### src/rtl/pipe_ctrl_pkg.sv
// pipe_ctrl_pkg: shared state encoding and register/WB constants for the hazard controller
package pipe_ctrl_pkg;
    typedef enum logic [1:0] {RUN, MWAIT, FAULT} state_e;
    localparam int REG_AW = 5;
    localparam logic [REG_AW-1:0] REG_ZERO = '0;
    localparam logic [1:0] WB_BUBBLE = 2'b00;
endpackage

### src/rtl/hazard_detect.sv
// hazard_detect: combinational load-use compare between the load in EX and the instruction in ID
module hazard_detect
    import pipe_ctrl_pkg::*;
#(
    parameter int W = REG_AW
) (
    input  logic         ex_memread_i,
    input  logic [W-1:0] ex_rt_i,
    input  logic [W-1:0] id_rs_i,
    input  logic [W-1:0] id_rt_i,
    input  logic         id_uses_rt_i,
    output logic         lu_o
);
    // register 0 is hardwired, so a load into it never creates a dependency
    assign lu_o = ex_memread_i & (ex_rt_i != W'(REG_ZERO)) &
                  ((ex_rt_i == id_rs_i) | (id_uses_rt_i & (ex_rt_i == id_rt_i)));
endmodule

### src/rtl/pipe_hazard_ctrl.sv
// pipe_hazard_ctrl: stall/flush/freeze controller for the 5-stage pipeline (optional STALL_PERF_EN perf counters)
module pipe_hazard_ctrl
    import pipe_ctrl_pkg::*;
#(
    parameter int REG_AW      = 5,
    parameter int TO_W        = 8,
    parameter int MEM_TIMEOUT = 200,
    parameter int PERF_W      = 16
) (
    input  logic              clk_i,
    input  logic              rst_i,
    input  logic [REG_AW-1:0] id_rs_i,
    input  logic [REG_AW-1:0] id_rt_i,
    input  logic              id_uses_rt_i,
    input  logic              ex_memread_i,
    input  logic [REG_AW-1:0] ex_rt_i,
    input  logic              id_branch_taken_i,
    input  logic              mem_req_i,
    input  logic              dmem_ack_i,
    output logic              dmem_req_o,
    output logic              pc_write_o,
    output logic              ifid_write_o,
    output logic              ifid_flush_o,
    output logic              idex_write_o,
    output logic              idex_bubble_o,
    output logic              exmem_write_o,
    output logic              memwb_bubble_o,
    output logic              fault_o,
    output logic [PERF_W-1:0] perf_lu_cnt_o,
    output logic [PERF_W-1:0] perf_mem_cnt_o
);
    state_e            state_q, state_d;
    logic [TO_W-1:0]   wait_q, wait_d;
    logic              fault_q;
    logic              lu, active, mem_stall;

    hazard_detect #(.W(REG_AW)) u_hd (
        .ex_memread_i (ex_memread_i),
        .ex_rt_i      (ex_rt_i),
        .id_rs_i      (id_rs_i),
        .id_rt_i      (id_rt_i),
        .id_uses_rt_i (id_uses_rt_i),
        .lu_o         (lu)
    );

    assign active    = state_q != FAULT;
    assign mem_stall = active & mem_req_i & ~dmem_ack_i;
    assign fault_o   = fault_q;

    // next state: count wait cycles of an outstanding access, trap into FAULT on timeout
    always_comb begin
        state_d = state_q;
        wait_d  = wait_q;
        if (state_q == RUN && mem_stall) begin
            state_d = MWAIT;
            wait_d  = TO_W'(1);
        end else if (state_q == MWAIT) begin
            if (mem_stall) begin
                wait_d  = wait_q + 1'b1;
                state_d = (wait_d == TO_W'(MEM_TIMEOUT)) ? FAULT : MWAIT;
            end else begin
                state_d = RUN;
                wait_d  = '0;
            end
        end
    end

    // state, wait counter and sticky fault registers
    always_ff @(posedge clk_i) begin
        if (rst_i) begin
            state_q <= RUN;
            wait_q  <= '0;
            fault_q <= 1'b0;
        end else begin
            state_q <= state_d;
            wait_q  <= wait_d;
            fault_q <= fault_q | (state_d == FAULT);
        end
    end

    // pipeline controls in priority order: reset, fault, memory freeze, load-use bubble, branch flush
    always_comb begin
        dmem_req_o     = mem_req_i & active;
        pc_write_o     = 1'b1;
        ifid_write_o   = 1'b1;
        idex_write_o   = 1'b1;
        exmem_write_o  = 1'b1;
        idex_bubble_o  = 1'b0;
        memwb_bubble_o = 1'b0;
        ifid_flush_o   = 1'b0;
        if (rst_i || !active || mem_stall) begin
            pc_write_o     = 1'b0;
            ifid_write_o   = 1'b0;
            idex_write_o   = 1'b0;
            exmem_write_o  = 1'b0;
            memwb_bubble_o = 1'b1;
            idex_bubble_o  = rst_i | ~active;
            dmem_req_o     = mem_req_i & active & ~rst_i;
        end else if (lu) begin
            pc_write_o    = 1'b0;
            ifid_write_o  = 1'b0;
            idex_bubble_o = 1'b1;
        end else begin
            ifid_flush_o = id_branch_taken_i;
        end
    end

`ifdef STALL_PERF_EN
    logic [PERF_W-1:0] lu_cnt_q, mem_cnt_q;
    logic              lu_eff;

    assign lu_eff         = lu & ~mem_stall & active;
    assign perf_lu_cnt_o  = lu_cnt_q;
    assign perf_mem_cnt_o = mem_cnt_q;

    // saturating stall-cycle counters
    always_ff @(posedge clk_i) begin
        if (rst_i) begin
            lu_cnt_q  <= '0;
            mem_cnt_q <= '0;
        end else begin
            if (lu_eff && !(&lu_cnt_q)) lu_cnt_q <= lu_cnt_q + 1'b1;
            if (mem_stall && !(&mem_cnt_q)) mem_cnt_q <= mem_cnt_q + 1'b1;
        end
    end
`else
    assign perf_lu_cnt_o  = '0;
    assign perf_mem_cnt_o = '0;
`endif
endmodule

### config.mk
export PLATFORM = sky130hd
export DESIGN_NAME = pipe_hazard_ctrl
export DESIGN_NICKNAME = d
export VERILOG_FILES = /design/src/rtl/pipe_ctrl_pkg.sv /design/src/rtl/hazard_detect.sv /design/src/rtl/pipe_hazard_ctrl.sv
export SDC_FILE = /design/constraint.sdc
export NUM_CORES = 1
export LEC_CHECK = 0
export ABC_AREA = 1
export CORE_MARGIN = 2
export CORE_UTILIZATION = 30
export DETAILED_ROUTE_END_ITERATION = 12
export DONT_BUFFER_PORTS = 1
export GPL_ROUTABILITY_DRIVEN = 1
export PLACE_DENSITY = 0.51
export SYNTH_ARGS = -nofsm -noshare
export SYNTH_HDL_FRONTEND = slang
export SYNTH_SLANG_ARGS = --single-unit
### constraint.sdc
create_clock -name clk_i -period 1.65 [get_ports clk_i]
set_clock_uncertainty 0.2 [all_clocks]
set_input_delay 0.2475 -clock clk_i [delete_from_list [all_inputs] [get_ports clk_i]]
set_output_delay 0.2475 -clock clk_i [all_outputs]
set_load 0.05 [all_outputs]
==> results.md, run 1 <==
- Stages on the worst setup path: 5
- Sequential share of the synthesized area: 20.35%
- Crit path max fanout: 4
- Clock-pin slew on the worst setup and hold paths: 70 ps
- PnR worst setup slack: -124.6 ps
- Critical path's top delay family: compound AO/OA/AOI/OAI gates
- Crit path kind: reg -> out
- Share of cells above drive strength 1: 32.42%
- Synth Instances: 165
- Number of global-route vias before repair: 807
- Fin area: 1371 um^2
- Achievable Freq: 0.5635 GHz
- Slew HR: 65.68%
- CTS H-Tree Depth: 1
- Worst-case reg-to-reg path depth: 11
- First-pass GRT wire length: 3525 um
- Met1 usage: 12.06%
- Remaining antenna violation count after routing: 0
- Num CTS Buffers: 3
- CP max-delay cell: dfxtp_2
- Worst path arrival time: 1330 ps
- Routed via count: 963
- Failing checks: negative setup slack
- Dpl hpwl: 1742 um
- Worst skew pair latency: 270 ps
- Vias/cell: 4.224
- GPL Wtd Cong: 0.8689
- Root Buffer: clkbuf_4
- Commonest cells after routing, fill and taps aside: conb_1 (32), nand2_1 (31), inv_1 (14), nand3_1 (10)
- Drt pass-1 iters: 4
- Period utilization: 107.6%
- Layout area overhead: 26.71%
- Critical-path cell list: inv_4 -> o21ai_4 -> nand2_8 -> a31oi_4 -> buf_12
- # rows: 21
- Met3 usage: 2.113%
- CP Launch Type: register
- Syn. warnings: 0
- Cells on Worst Hold Path: 5
- Worst vdd ir: 178.3 uV
- Least-Margin Pin Slew: 514.2 ps
- Met2 Usage GRT: 19.40%
- Syn Std Cell Area: 1082 um^2
- IO buf count: 0
- DR iter-0 viols: 21
- Max-slew violations: 0
- Total track usage: 10.65%
- DRC Markers: 0
- Clk buf depth: 2
- Die Height: 64.07 um
- Worst EP required: 1200 ps
- Leakage: 0.0005666 uW
- Netlist cell types: 25
- Power, Total: 793.2 uW
- Power per cell area: 578.4 nW/um^2
- Crit end category: output pin
- RSZ-0062 raised after global routing: yes
- Die X-Extent: 64.07 um
- Syn Area/Cell: 6.559 um^2
- Top-area cell type share of the netlist area: 23.58%
- Commonest non-fill, non-tap cell in the layout: conb_1
- Setup Viol. Count Final: 6
- CTS tree: yes
- Antenna diodes: 0
- Core area: 3390 um^2
- Clock Sinks: 11
- Starting Density: 31.93%
- Grt total ovfl: 0
- Ports: 63
- Nets: 206
- CP Buf/Inv Count: 2
- Wirelength, routed: 2248 um
- Status: complete, but fails checks
- Grt peak-use layer: met2
- Leading area contributor after synthesis: buf_4
- Top cells by area, synth: buf_4 (24%), dfxtp_1 (20%), nand2_1 (12%)
- Initial antenna violation count: 0
- Max_cap viols: 0
- Final Hold Fails: 0
- Critical Path Max Stage Delay: 350 ps
- Worst hold path type: in -> reg
- Die area: 4104 um^2
- Wire per inst: 9.860 um
- Tmin final: 1775 ps
- Largest net degree at the start of global routing: 9
- Post-placement cell area: 1195 um^2
- #FFs+latches synth: 11
-- path summary, 6_finish.rpt --
check | startpoint | endpoint | slack (ps)
worst max-delay path | state_q[1] | ifid_write_o | -120
worst min register to register | wait_q[5] | wait_q[5] | 300
worst min-delay path | dmem_ack_i | wait_q[0] | 160
worst max register to register | wait_q[1] | fault_o | 70
-- cell type report --
class                      count  area [um^2]
clock buffer                   4        26.28
fill                         346         2018
multi-input combinational    133        800.8
timing repair buffer          16        180.2
inverter                      18        73.82
sequential                    11        232.7
tap                           46        57.56
-- power breakdown --
part / total [uW] / internal (uW) / switching [uW]
registers: 271 / 267 / 4.18
logic: 333 / 70.5 / 262
clock network: 189 / 93.7 / 95.3
total: 793 / 432 / 362
-- stage by stage --
stage          instances  hold WS [ps]  setup slack (ps)  util [%]  setup TNS [ps]
2_1_floorplan        196         109.2            -193.9         -          -349.3
3_3_place_gp         217         113.2             39.89     35.25               0
3_5_place_dp         217         119.6             32.35     35.25               0
4_1_cts              225         165.6            -125.7     37.17          -468.7
5_1_grt              228         183.5            -174.9     40.46          -800.8
6_report             228         158.8            -124.6     40.46          -463.6
-- synth_stat cells --
cell,number
buf_4,34
nand2_1,34
inv_1,16
nand3_1,13
dfxtp_1,11
nor2_1,11
a21oi_1,9
nand2_2,4
nor2_2,4
xor2_1,4
o21ai_0,3
xnor2_1,3
a211oi_1,2
inv_2,2
nand3_2,2
nand4_1,2
nor2_4,2
nor3_1,2
a21oi_2,1
a31oi_1,1
conb_1,1
ha_1,1
o21ai_1,1
o21bai_2,1
o22ai_1,1
-- metal layers --
layer / part of all wire (%) / vias up
met3: 6.0 / 5
met1: 38 / 431
met5: 0 / -
met4: 1.8 / 0
met2: 54 / 33
li1: - / 494
-- registers in the layout, indices dropped and copies added, names as in the netlist --
signal,flops
wait_q,8
fault_o,1
state_q,2
-- kinds of logic (layout without fill, tap and decap cells) --
| family | after synthesis | after routing | share of synthesized area [%] |
|---|---|---|---|
| AO/OA/AOI/OAI | 19 | 19 | 10.40 |
| XOR/XNOR | 7 | 7 | 5.665 |
| adder cells (fa/ha/maj) | 1 | 1 | 1.156 |
| buffers and inverters | 52 | 38 | 29.83 |
| flip-flops | 11 | 11 | 20.35 |
| other | 1 | 32 | 0.3465 |
| AND/OR/NAND/NOR | 74 | 74 | 32.25 |
-- worst min-delay path, delay by kind of cell --
kind	cells	cell delay, ps
compound gates	2	150
buf+inv	1	80
simple gates	2	110
-- timing repair --
action,in CTS,in global routing
hold buffers,1,0
pin swaps,3,10
resized for setup,2,24
setup buffers,3,3
setup endpoints to repair,8,10
hold endpoints to repair,4,0
Note: power is estimated with default switching activity, not from simulation.
==> run 2: changes to the inputs <==
Settings changed: PLACE_DENSITY 0.51 to default, PLACE_DENSITY_LB_ADDON from default to 0.12, SETUP_SLACK_MARGIN from default to 0.3.
==> run 2 against run 1 <==
The run still ends with negative setup slack left. Via count rose by 1.6%. Clock-buffer cell count stayed put. Global-route usage grew 0.81 points. Worst hold slack improved by 4.0 ps. Final cell count did not move. Fmax decreased by 0.61%. Sequential power is essentially flat. First-iteration DRC count grew 81%. Register-to-register slack got worse by 50 ps. Total power rose by 1.0%. Critical endpoint unchanged. Largest cell class unchanged. Highest routed layer unchanged.
==> results.md, run 2 (synthesized netlist as in run 1, its figures left out) <==
- Max_cap viols: 0
- Clock Sinks: 11
- DR iter-0 viols: 38
- Die X-Extent: 64.07 um
- Power per cell area: 557.3 nW/um^2
- Vias/cell: 4.289
- Max reg flops: 8
- PnR worst setup slack: -135.5 ps
- CP Launch Type: register
- Worst EP required: 1200 ps
- Dpl cells: 218
- Leakage: 0.0005495 uW
- Period utilization: 108.2%
- Worst vdd ir: 443.4 uV
- Failing checks: negative setup slack
- Final Hold Fails: 0
- # rows: 21
- Dpl hpwl: 1723 um
- Wirelength, routed: 2217 um
- Hold-critical path endpoint: wait_q[0]
- Most flop-heavy register: wait_q
- Worst hold path type: in -> reg
- CP max-delay cell: dfxtp_2
- Die area: 4104 um^2
- Worst skew pair latency: 280 ps
- Remaining antenna violation count after routing: 0
- Post-placement cell area: 1242 um^2
- Worst path arrival time: 1340 ps
- Routed via count: 978
- Cells on Worst Hold Path: 5
- Achievable Freq: 0.5601 GHz
- Clk buf depth: 2
- Layout area overhead: 32.83%
- Initial antenna violation count: 0
- Clock-pin slew on the worst setup and hold paths: 70 ps
- Critical Path Max Stage Delay: 350 ps
- Critical-path cell list: inv_4 -> o21ai_4 -> nand2_8 -> a31oi_4 -> buf_12
- Worst-case reg-to-reg path depth: 9
- Hold Path Origin: dmem_ack_i
- Reg-to-reg endpoint: fault_o
- Reg2Reg Setup Slack: 20 ps
- Crit end category: output pin
- CTS tree: yes
- Antenna diodes: 0
- RSZ-0062 raised after global routing: yes
- Die Height: 64.07 um
- Commonest non-fill, non-tap cell in the layout: conb_1
- Number of global-route vias before repair: 860
- DP Worst Slack: 21.89 ps
- Root Buffer: clkbuf_4
- Ports: 63
- Status: complete, but fails checks
- Worst Hold Slack: 162.7 ps
- Largest net degree at the start of global routing: 9
- Share of cells above drive strength 1: 41.76%
- IO buf count: 0
- Final cell count without fillers: 228
- First-pass GRT wire length: 3691 um
- DRC Markers: 0
- Core area: 3390 um^2
- Drt pass-1 iters: 4
- Crit path kind: reg -> out
- Commonest cells after routing, fill and taps aside: conb_1 (32), nand2_1 (25), inv_1 (13), nand2_2 (12), buf_4 (9)
- RR Startpoint: wait_q[1]
- Total track usage: 11.46%
- Filler cells: 342
- Crit path max fanout: 4
- Tmin final: 1785 ps
- CTS H-Tree Depth: 1
- Grt total ovfl: 0
- GPL Wtd Cong: 0.7951
- Nets: 206
- Final core utilization: 42.41%
- Fin area: 1438 um^2
- Num CTS Buffers: 3
- Max-slew violations: 0
- Starting Density: 31.93%
- Wire per inst: 9.724 um
- Setup Viol. Count Final: 6
run 2: cell types whose count changed in the layout (fill, tap and decap cells not counted), moves of 2 or more:
cell and delta:
nand2_2 +7, a21oi_1 -4, nand3_1 -5, nand3_2 +4, nand2_1 -6, dfxtp_4 +2, a21oi_2 +4, dfxtp_2 -2
run 2: final cells by class:
cell class / count / area [um^2] / area share (%)
clock buffers: 4 / 26.28 / 1.828
inverters: 18 / 78.83 / 5.483
multi-input cells: 133 / 857.1 / 59.62
flip-flops and latches: 11 / 237.7 / 16.54
well taps: 46 / 57.56 / 4.003
repair buffers: 16 / 180.2 / 12.53
run 2: stage by stage:
step                power (uW)  TNS (ps)
finish                   801.2    -459.1
global route             834.4    -937.8
CTS                      799.9    -556.0
detailed placement       602.8         0
global placement         602.8         0
floorplan                617.3    -312.1
run 2: where the power goes:
part           switching, uW  internal [uW]  leakage, uW
clock                   94.9           93.8    0.0000150
combinational            267           75.9     0.000441
sequential              4.31            265    0.0000937
run 2: worst max-delay path, delay by kind of cell (launching register included):
kind | cells | cell delay [ps]
and+or+nand+nor | 1 | 100
DFF | 1 | 350
AOI/OAI and AO/OA | 2 | 370
buffers and inverters | 2 | 240
run 2: worst max-delay path by stage:
stage	startpoint	end	slack [ps]	depth (start not counted)
finish	state_q[1]	ifid_write_o	-140	5
global route	state_q[1]	idex_bubble_o	-200	5
CTS	state_q[1]	idex_bubble_o	-140	5
floorplan	state_q[1]	pc_write_o	-180	6
global placement	ex_rt_i[3]	idex_bubble_o	20	8
detailed placement	ex_rt_i[3]	idex_bubble_o	20	8
run 2: repair_timing:
action	CTS	global route
hold endpoints to repair	4	0
resized for setup	12	24
endpoints found under the setup margin	19	19
pin swaps	9	8
hold buffers	1	0
buffers inserted	4	1
run 2: metal layers:
metal | part of all wire [%] | global-route usage (%) | vias up
li1 | - | - | 497
met1 | 42 | 13.87 | 438
met2 | 48 | 18.10 | 39
met3 | 7.5 | 4.049 | 4
met4 | 2.1 | 5.163 | 0
met5 | 0 | 0 | -
